<file path="config.mk">
export PLATFORM = sky130hd
export DESIGN_NAME = imem_loader
export DESIGN_NICKNAME = d
export VERILOG_FILES = /design/src/rtl/imem_pkg.sv /design/src/rtl/word_packer.sv /design/src/rtl/imem_loader.sv
export SDC_FILE = /design/constraint.sdc
export NUM_CORES = 1
export LEC_CHECK = 0
export ABC_AREA = 1
export CAP_MARGIN = 20
export CORE_MARGIN = 2
export CORE_UTILIZATION = 60
export CTS_BUF_LIST = sky130_fd_sc_hd__clkbuf_8
export CTS_CLUSTER_DIAMETER = 200
export DETAILED_ROUTE_END_ITERATION = 10
export PLACE_DENSITY = 0.89
export SLEW_MARGIN = 20
export SYNTH_ARGS = -nofsm -noshare
export SYNTH_HDL_FRONTEND = slang
export SYNTH_SLANG_ARGS = --single-unit
</file>
<file path="constraint.sdc">
create_clock -name clk -period 9.1 [get_ports clk]
set_clock_uncertainty 0.1 [all_clocks]
set_input_delay 1.82 -clock clk [delete_from_list [all_inputs] [get_ports clk]]
set_output_delay 1.82 -clock clk [all_outputs]
set_load 0.005 [all_outputs]
</file>
<file path="src/rtl/imem_pkg.sv">
// Shared constants and state encoding for the instruction-memory loader.
package imem_pkg;

    localparam int unsigned DEPTH = 256;
    localparam int unsigned AW    = 8;

    typedef enum logic [2:0] {
        S_IDLE,
        S_COUNT,
        S_DATA,
        S_WRITE,
        S_CHECK
    } load_state_t;

endpackage

</file>
<file path="src/rtl/word_packer.sv">
// Assembles four received bytes into a little-endian 32-bit word.
module word_packer (
    input  logic        clk,
    input  logic        reset,
    input  logic        clear,
    input  logic        shift,
    input  logic        consume,
    input  logic [7:0]  byte_in,
    output logic [31:0] word,
    output logic        last,
    output logic        full
);

    logic [1:0] pos;

    // Shifting in from the top leaves the first byte in bits 7:0 after four shifts.
    always_ff @(posedge clk or posedge reset) begin
        if (reset) begin
            pos  <= '0;
            word <= '0;
            full <= 1'b0;
        end else if (clear) begin
            pos  <= '0;
            full <= 1'b0;
        end else begin
            if (shift) begin
                word <= {byte_in, word[31:8]};
                pos  <= pos + 2'd1;
                if (pos == 2'd3) begin
                    full <= 1'b1;
                end
            end
            if (consume) begin
                full <= 1'b0;
            end
        end
    end

    assign last = (pos == 2'd3);

endmodule

</file>
<file path="src/rtl/imem_loader.sv">
// Byte-stream program loader: count byte, packed instruction words, XOR checksum.
module imem_loader
    import imem_pkg::*;
#(
    parameter int unsigned DEPTH = imem_pkg::DEPTH
) (
    input  logic        clk,
    input  logic        reset,
    input  logic        Start,
    input  logic [7:0]  RxData,
    input  logic        RxValid,
    output logic        RxReady,
    output logic        MemWE,
    output logic [31:0] MemAddr,
    output logic [31:0] MemWData,
    output logic        Busy,
    output logic        Done,
    output logic        ChkErr
);

    localparam int unsigned IW = AW + 1;

    load_state_t   state, state_next;
    logic [IW-1:0] n_words;
    logic [IW-1:0] idx;
    logic [IW-1:0] idx_inc;
    logic [7:0]    xor_sum;
    logic [31:0]   addr_q;
    logic [31:0]   data_q;
    logic [31:0]   write_addr;
    logic [31:0]   word;
    logic          last;
    logic          full;
    logic          rx_ready;
    logic          accept;

    assign accept     = RxValid && rx_ready;
    assign idx_inc    = idx + 1'b1;
    assign write_addr = 32'({idx, 2'b00});

    word_packer u_packer (
        .clk     (clk),
        .reset   (reset),
        .clear   (state == S_IDLE && Start),
        .shift   (state == S_DATA && accept),
        .consume (state == S_WRITE),
        .byte_in (RxData),
        .word    (word),
        .last    (last),
        .full    (full)
    );

    always_ff @(posedge clk or posedge reset) begin
        if (reset) begin
            state <= S_IDLE;
        end else begin
            state <= state_next;
        end
    end

    always_comb begin
        state_next = state;
        rx_ready   = 1'b0;
        unique case (state)
            S_IDLE: begin
                if (Start) state_next = S_COUNT;
            end
            S_COUNT: begin
                rx_ready = 1'b1;
                if (RxValid) state_next = S_DATA;
            end
            S_DATA: begin
                rx_ready = 1'b1;
                if (RxValid && last) state_next = S_WRITE;
            end
            S_WRITE: begin
                state_next = (idx_inc == n_words) ? S_CHECK : S_DATA;
            end
            S_CHECK: begin
                rx_ready = 1'b1;
                if (RxValid) state_next = S_IDLE;
            end
            default: state_next = S_IDLE;
        endcase
    end

    always_ff @(posedge clk or posedge reset) begin
        if (reset) begin
            n_words <= '0;
            idx     <= '0;
            xor_sum <= '0;
            addr_q  <= '0;
            data_q  <= '0;
            Done    <= 1'b0;
            ChkErr  <= 1'b0;
        end else begin
            unique case (state)
                S_IDLE: begin
                    if (Start) begin
                        Done    <= 1'b0;
                        ChkErr  <= 1'b0;
                        xor_sum <= '0;
                        idx     <= '0;
                    end
                end
                S_COUNT: begin
                    idx <= '0;
                    if (accept) begin
                        n_words <= (RxData == 8'd0) ? IW'(DEPTH) : IW'(RxData);
                    end
                end
                S_DATA: begin
                    if (accept) xor_sum <= xor_sum ^ RxData;
                end
                S_WRITE: begin
                    idx    <= idx_inc;
                    addr_q <= write_addr;
                    data_q <= word;
                end
                S_CHECK: begin
                    if (accept) begin
                        Done   <= 1'b1;
                        ChkErr <= (RxData != xor_sum);
                    end
                end
                default: ;
            endcase
        end
    end

    // Outputs show the live write during WRITE and otherwise replay the last one.
    assign MemWE    = (state == S_WRITE) && full;
    assign MemAddr  = MemWE ? write_addr : addr_q;
    assign MemWData = MemWE ? word : data_q;
    assign RxReady  = rx_ready;
    assign Busy     = (state != S_IDLE);

endmodule

</file>
-- After elaboration in Yosys (flattened, before gate mapping)
Cells that the tools add are included.
Widths: inputs -> output; s select.
- add/subtract/negate cells: 2
- multiply operators: 0
- divide/modulo/power cells: 0
- magnitude comparators: 0
- equality and inequality tests: 13
- shifts and indexed selects: 0
- muxes and demuxes: 26
- bitwise operators: 2
- reduce and logical (&&, ||, !) cells: 22
- operators with widths (kind ; number):
    $mux 32 ; 1
    $pmux 9 s3 ; 1
    $mux 9 ; 2
    $mux 8 ; 2
    $pmux 8 s2 ; 1
    $mux 3 ; 5
    $pmux 3 s5 ; 1
    $reduce_bool 3->1 ; 4
    $mux 11 ; 1
    $ne 2x2->1 const B ; 5
    $add 9x1->9 const B ; 1
    $eq 9x9->1 ; 1
    $logic_not 8->1 ; 1
    $mux 1 ; 8
    $ne 8x8->1 ; 1
    $reduce_and 2->1 ; 4
    $xor 8x8->8 ; 1
    $eq 3x2->1 const B ; 2
    $reduce_and 3->1 ; 2
    $reduce_bool 2->1 ; 3
    $logic_and 1x1->1 ; 5
    $mux 2 ; 2
    $pmux 1 s2 ; 2
    $reduce_and 4->1 ; 1
    8 further kinds ; 8
- flip-flop bits (word level): 107
- latch bits: 0
- RAM bits: 0
- memory bits (read-only): 0
- input bits: 12
- output and inout bits: 69
- memories: 0

-- Logic depth before layout (Yosys ltp)
- depth in word-level cells: 8
- mapped depth: 15

-- Cells and area by module
A second synthesis with hierarchy kept.
- cell total of the unflattened synthesis: 669
- area, all modules: 5497.8 sq um
- by module, submodules not included (module ; instances ; cells each ; area each (sq um) ; seq. area each (sq um)):
    imem_loader ; 1 ; 511 ; 4016.4 ; 1801.7
    word_packer ; 1 ; 158 ; 1481.4 ; 875.8

-- Worst setup path before layout
No wires, ideal clock.
- kind: register to output
- start: register state[2]
- end: output port MemWData[14]
- arrival time: 1.245 ns
- data required time: 7.180 ns
- slack: 5.935 ns
- stages on the path, launching flop included: 7
- path buffers: 1
- cells stage by stage: dfrtp_1 nor2_4 nand2_2 nor2_2 inv_2 clkbuf_1 o21ai_0
- word-level cells in the longest chain between the ends: 3
- RTL lines (item ; RTL line ; source):
    start, declared ; imem_loader.sv:23 ; load_state_t state, state_next;
    start signal, assigned ; imem_loader.sv:57 ; state <= state_next;
    $eq 3x2->1 ; imem_loader.sv:132 ; assign MemWE = (state == S_WRITE) && full;
    $logic_and 1x1->1 ; imem_loader.sv:132 ;
    named net MemWE ; imem_loader.sv:13 ; output logic MemWE,
    $mux 32 ; imem_loader.sv:134 ; assign MemWData = MemWE ? word : data_q;
    end, declared ; imem_loader.sv:15 ; output logic [31:0] MemWData,
The timed path passes the listed nets, and every way through them passes these cells.

-- Final worst setup path
- start: register state[2]
- end: output port MemAddr[10]
- word-level cells in the longest chain between the ends: 3
- RTL lines (item ; RTL line ; source):
    $eq 3x2->1 ; imem_loader.sv:132 ;
    $logic_and 1x1->1 ; imem_loader.sv:132 ;
    $mux 11 ; imem_loader.sv:133 ; assign MemAddr = MemWE ? write_addr : addr_q;
    end, declared ; imem_loader.sv:14 ; output logic [31:0] MemAddr,
No other way between the ends.

==> impl_metrics.tcl <==
set metrics [dict create \
    status "finished clean" \
    synth_area_um2 5150 \
    busiest_layer "met2" \
    drc 0 \
    seqPwrFrac_pct 43.1 \
    grt_pass1_wl_um 18400 \
    vias_per_cell 5.45 \
    cts_resized 0 \
    power.density_nw_per_um2 296 \
    core_area_um2 8260 \
    max_stage_delay_ps 670 \
    finalMaxSlewViolations 0 \
    clockRootBuffer "clkbuf_8" \
    worstPathArrival_ps 3030 \
    drtIter0Drc 315 \
    clockBufferDepth 2 \
    r2r_setup_slack_ps 6720 \
    cts.sinks 107 \
    synth_cells 629 \
    start_util_pct 62.4 \
    grt.met2_usage_pct 38.4 \
    ys_types 32 \
    power.share.combinational_pct 39.4 \
    worstSetupPathType "register to output pin" \
    fin_area_um2 5880 \
    final_cell_count_no_fill 782 \
    path_depth 6 \
    drive_above_1_share_pct 5.47 \
    port-buffer-count 57 \
    required_ps 7180 \
    leakage_uw 0.00275 \
    r2r-start "state[1]" \
    switching_share_pct 38.3 \
    power_uw 1740 \
    syn_area_per_cell_um2 8.19 \
    dp.cells 766 \
    use_met3_pct 3.47 \
    fin_crit_ps 4950 \
    timing.final.crit_share_pct 54.4 \
    max-slew-margin-rel_pct 39.0 \
    ant_nets 0 \
    ys_seq_area_share_pct 52.0 \
    pwr-share-clk_pct 17.6 \
    routabilityCongestion 0.927 \
    endpoint_kind "output pin" \
    crit_slowest_cell "clkinv_2" \
    std_cell_rows 33 \
    final_nets 686 \
    ios 81 \
    antenna_cells 0 \
    worst_pin_slew_ps 915 \
    setup_viol 0 \
    yosys_warnings 0 \
    postCtsSetupBuffers 0 \
    critPathLaunchType "register" \
    grt_overflow 0 \
    hold_violations 0 \
    grt_use_met1_pct 32.7 \
    maxCapViolations 0 \
    setup_tns_ps 0 \
    clk_latency_ps 380 \
    multi_input_area_um2 2000 \
    crit_fanout 82 \
    die_area_um2 9340 \
    rsz0062_at_grt "no" \
    fillers 602 \
    critPathBufInv 2 \
    die_y_um 96.7 \
    ctsHoldBuffers 0 \
    grt_max_degree 88 \
    routed_wirelength_um 10800 \
    min_path_type "register to register" \
    crit_chain "nor2_4 > nand2_2 > nor2_2 > clkinv_2 > o21ai_0 > clkdlybuf4s50_1" \
    crit_end "MemAddr[10]" \
    seqCellArea_um2 2680 \
    vdd_drop_max_uv 141 \
    path_clk_slew_ps 100 \
    timing.rr.end "idx[7]" \
    synthToLayoutAreaGrowth_pct 14.2 \
    drtPass1Iterations 5 \
    avgRoutedWirePerCell_um 13.8 \
    min_from "addr_q[3]" \
    htree_levels 3 \
    p_switching_uw 668 \
    place_area_um2 5660 \
    fmax_mhz 202 \
    startpoint "state[2]" \
    place_hpwl_um 7500 \
    cts_made_buffers 9 \
    ff2ff_path_depth 8 \
    fp.dieW_um 96.7 \
    grt_pass1_vias 4016 \
    antenna_found_initial 0 \
    vias 4260 \
    internal_power_uw 1080 \
    grt_usage_pct 23.6 \
    cts_tree "yes" \
    path_delay_family "buffers and inverters" \
    yosys_register_bits 107 \
]
[placed cells by master, fill, tap and decap left out, drive strengths merged, types with 2 or more instances in the layout]
cell             n
a21oi            4
buf              2
clkbuf           9
clkdlybuf4s50   57
clkinv           3
conb            23
dfrtp          107
ha               2
inv             72
nand2          185
nand3           21
nand3b           2
nand4            4
nor2            26
nor4             2
o21ai          129
o22ai            7
o31ai            6
xnor2            7
xor2             3
[worst min-delay path by stage]
stage                       endpoint  slack [ps]  depth (start not counted)
finish                     addr_q[3]         390                          2
global route        u_packer.word[0]         420                          2
CTS                        addr_q[3]         400                          2
detailed placement         addr_q[3]         370                          2
global placement           addr_q[6]         370                          2
floorplan           u_packer.word[0]         350                          2
[routing by layer]
| layer | up-vias | wire (µm) |
|---|---|---|
| met5 | - | 0 |
| met4 | 0 | 204 |
| met3 | 27 | 520 |
| met2 | 148 | 5320 |
| met1 | 2017 | 4720 |
| li1 | 2068 | - |
[synth_stat cells, drive strengths merged]
cell    count  share of area [%]
a211oi      1               0.15
a21oi       4               0.39
a32o        1               0.19
buf        37                4.9
clkbuf     12               0.87
clkinv      1              0.073
conb        1              0.073
dfrtp     107                 52
ha          2               0.49
inv        69                5.0
nand2     185                 14
nand3      21                2.0
nand3b      2               0.29
nand4       4               0.49
nor2       26                2.5
nor4        2               0.24
o21ai     129                 13
o21bai      1               0.15
o22ai       7               0.85
o31ai       6               0.97
o41ai       1               0.17
xnor2       7                1.2
xor2        3               0.51
[worst reg2reg max path: stages (launching register included)]
cell and delay, ps:
dfrtp_1 420, inv_1 100, nor2_4 50, nand2_2 70
buf_4 590, inv_1 380, o22ai_1 200, inv_1 190
o21ai_0 200
[state kept, by name (all words and copies together), names as in the netlist]
register / cells
data_q: 32
addr_q: 9
state: 3
idx: 9
u_packer.full: 1
ChkErr: 1
n_words: 9
Done: 1
xor_sum: 8
u_packer.word: 32
u_packer.pos: 2
[per-stage QoR]
step	util, %	setup slack, ps	hold WS [ps]
after floorplan	-	4360	353
final	71.3	4150	392
after global routing	71.3	3860	425
after CTS	71.1	4420	398
after global placement	68.5	4950	366
after detailed placement	68.5	4870	373
[kinds of logic after synthesis]
family / after synthesis / share of synthesized area, %
AO/OA/AOI/OAI: 150 / 15.4
XOR/XNOR: 10 / 1.70
adder cells (fa/ha/maj): 2 / 0.486
buffers and inverters: 119 / 10.9
flip-flops: 107 / 52.0
other: 1 / 0.0728
AND/OR/NAND/NOR: 240 / 19.5
[final cells by class]
| type | count | area share, % |
|---|---|---|
| clock inverter | 7 | 1.55 |
| clock buffer | 9 | 2.11 |
| multi-input combinational | 425 | 34.1 |
| inverter | 70 | 4.53 |
| timing repair buffer | 59 | 10.0 |
| sequential | 107 | 45.5 |
| tap | 105 | 2.23 |
[power by group through the flow]
| stage | registers, µW | clock network (µW) | logic (µW) |
|---|---|---|---|
| 2_1_floorplan | 729 | 0 | 450 |
| 3_3_place_gp | 746 | 0 | 651 |
| 3_5_place_dp | 757 | 0 | 685 |
| 4_1_cts | 749 | 309 | 690 |
| 5_1_grt | 769 | 329 | 778 |
| 6_report | 751 | 306 | 686 |
Note: power is estimated with default switching activity, not from simulation.
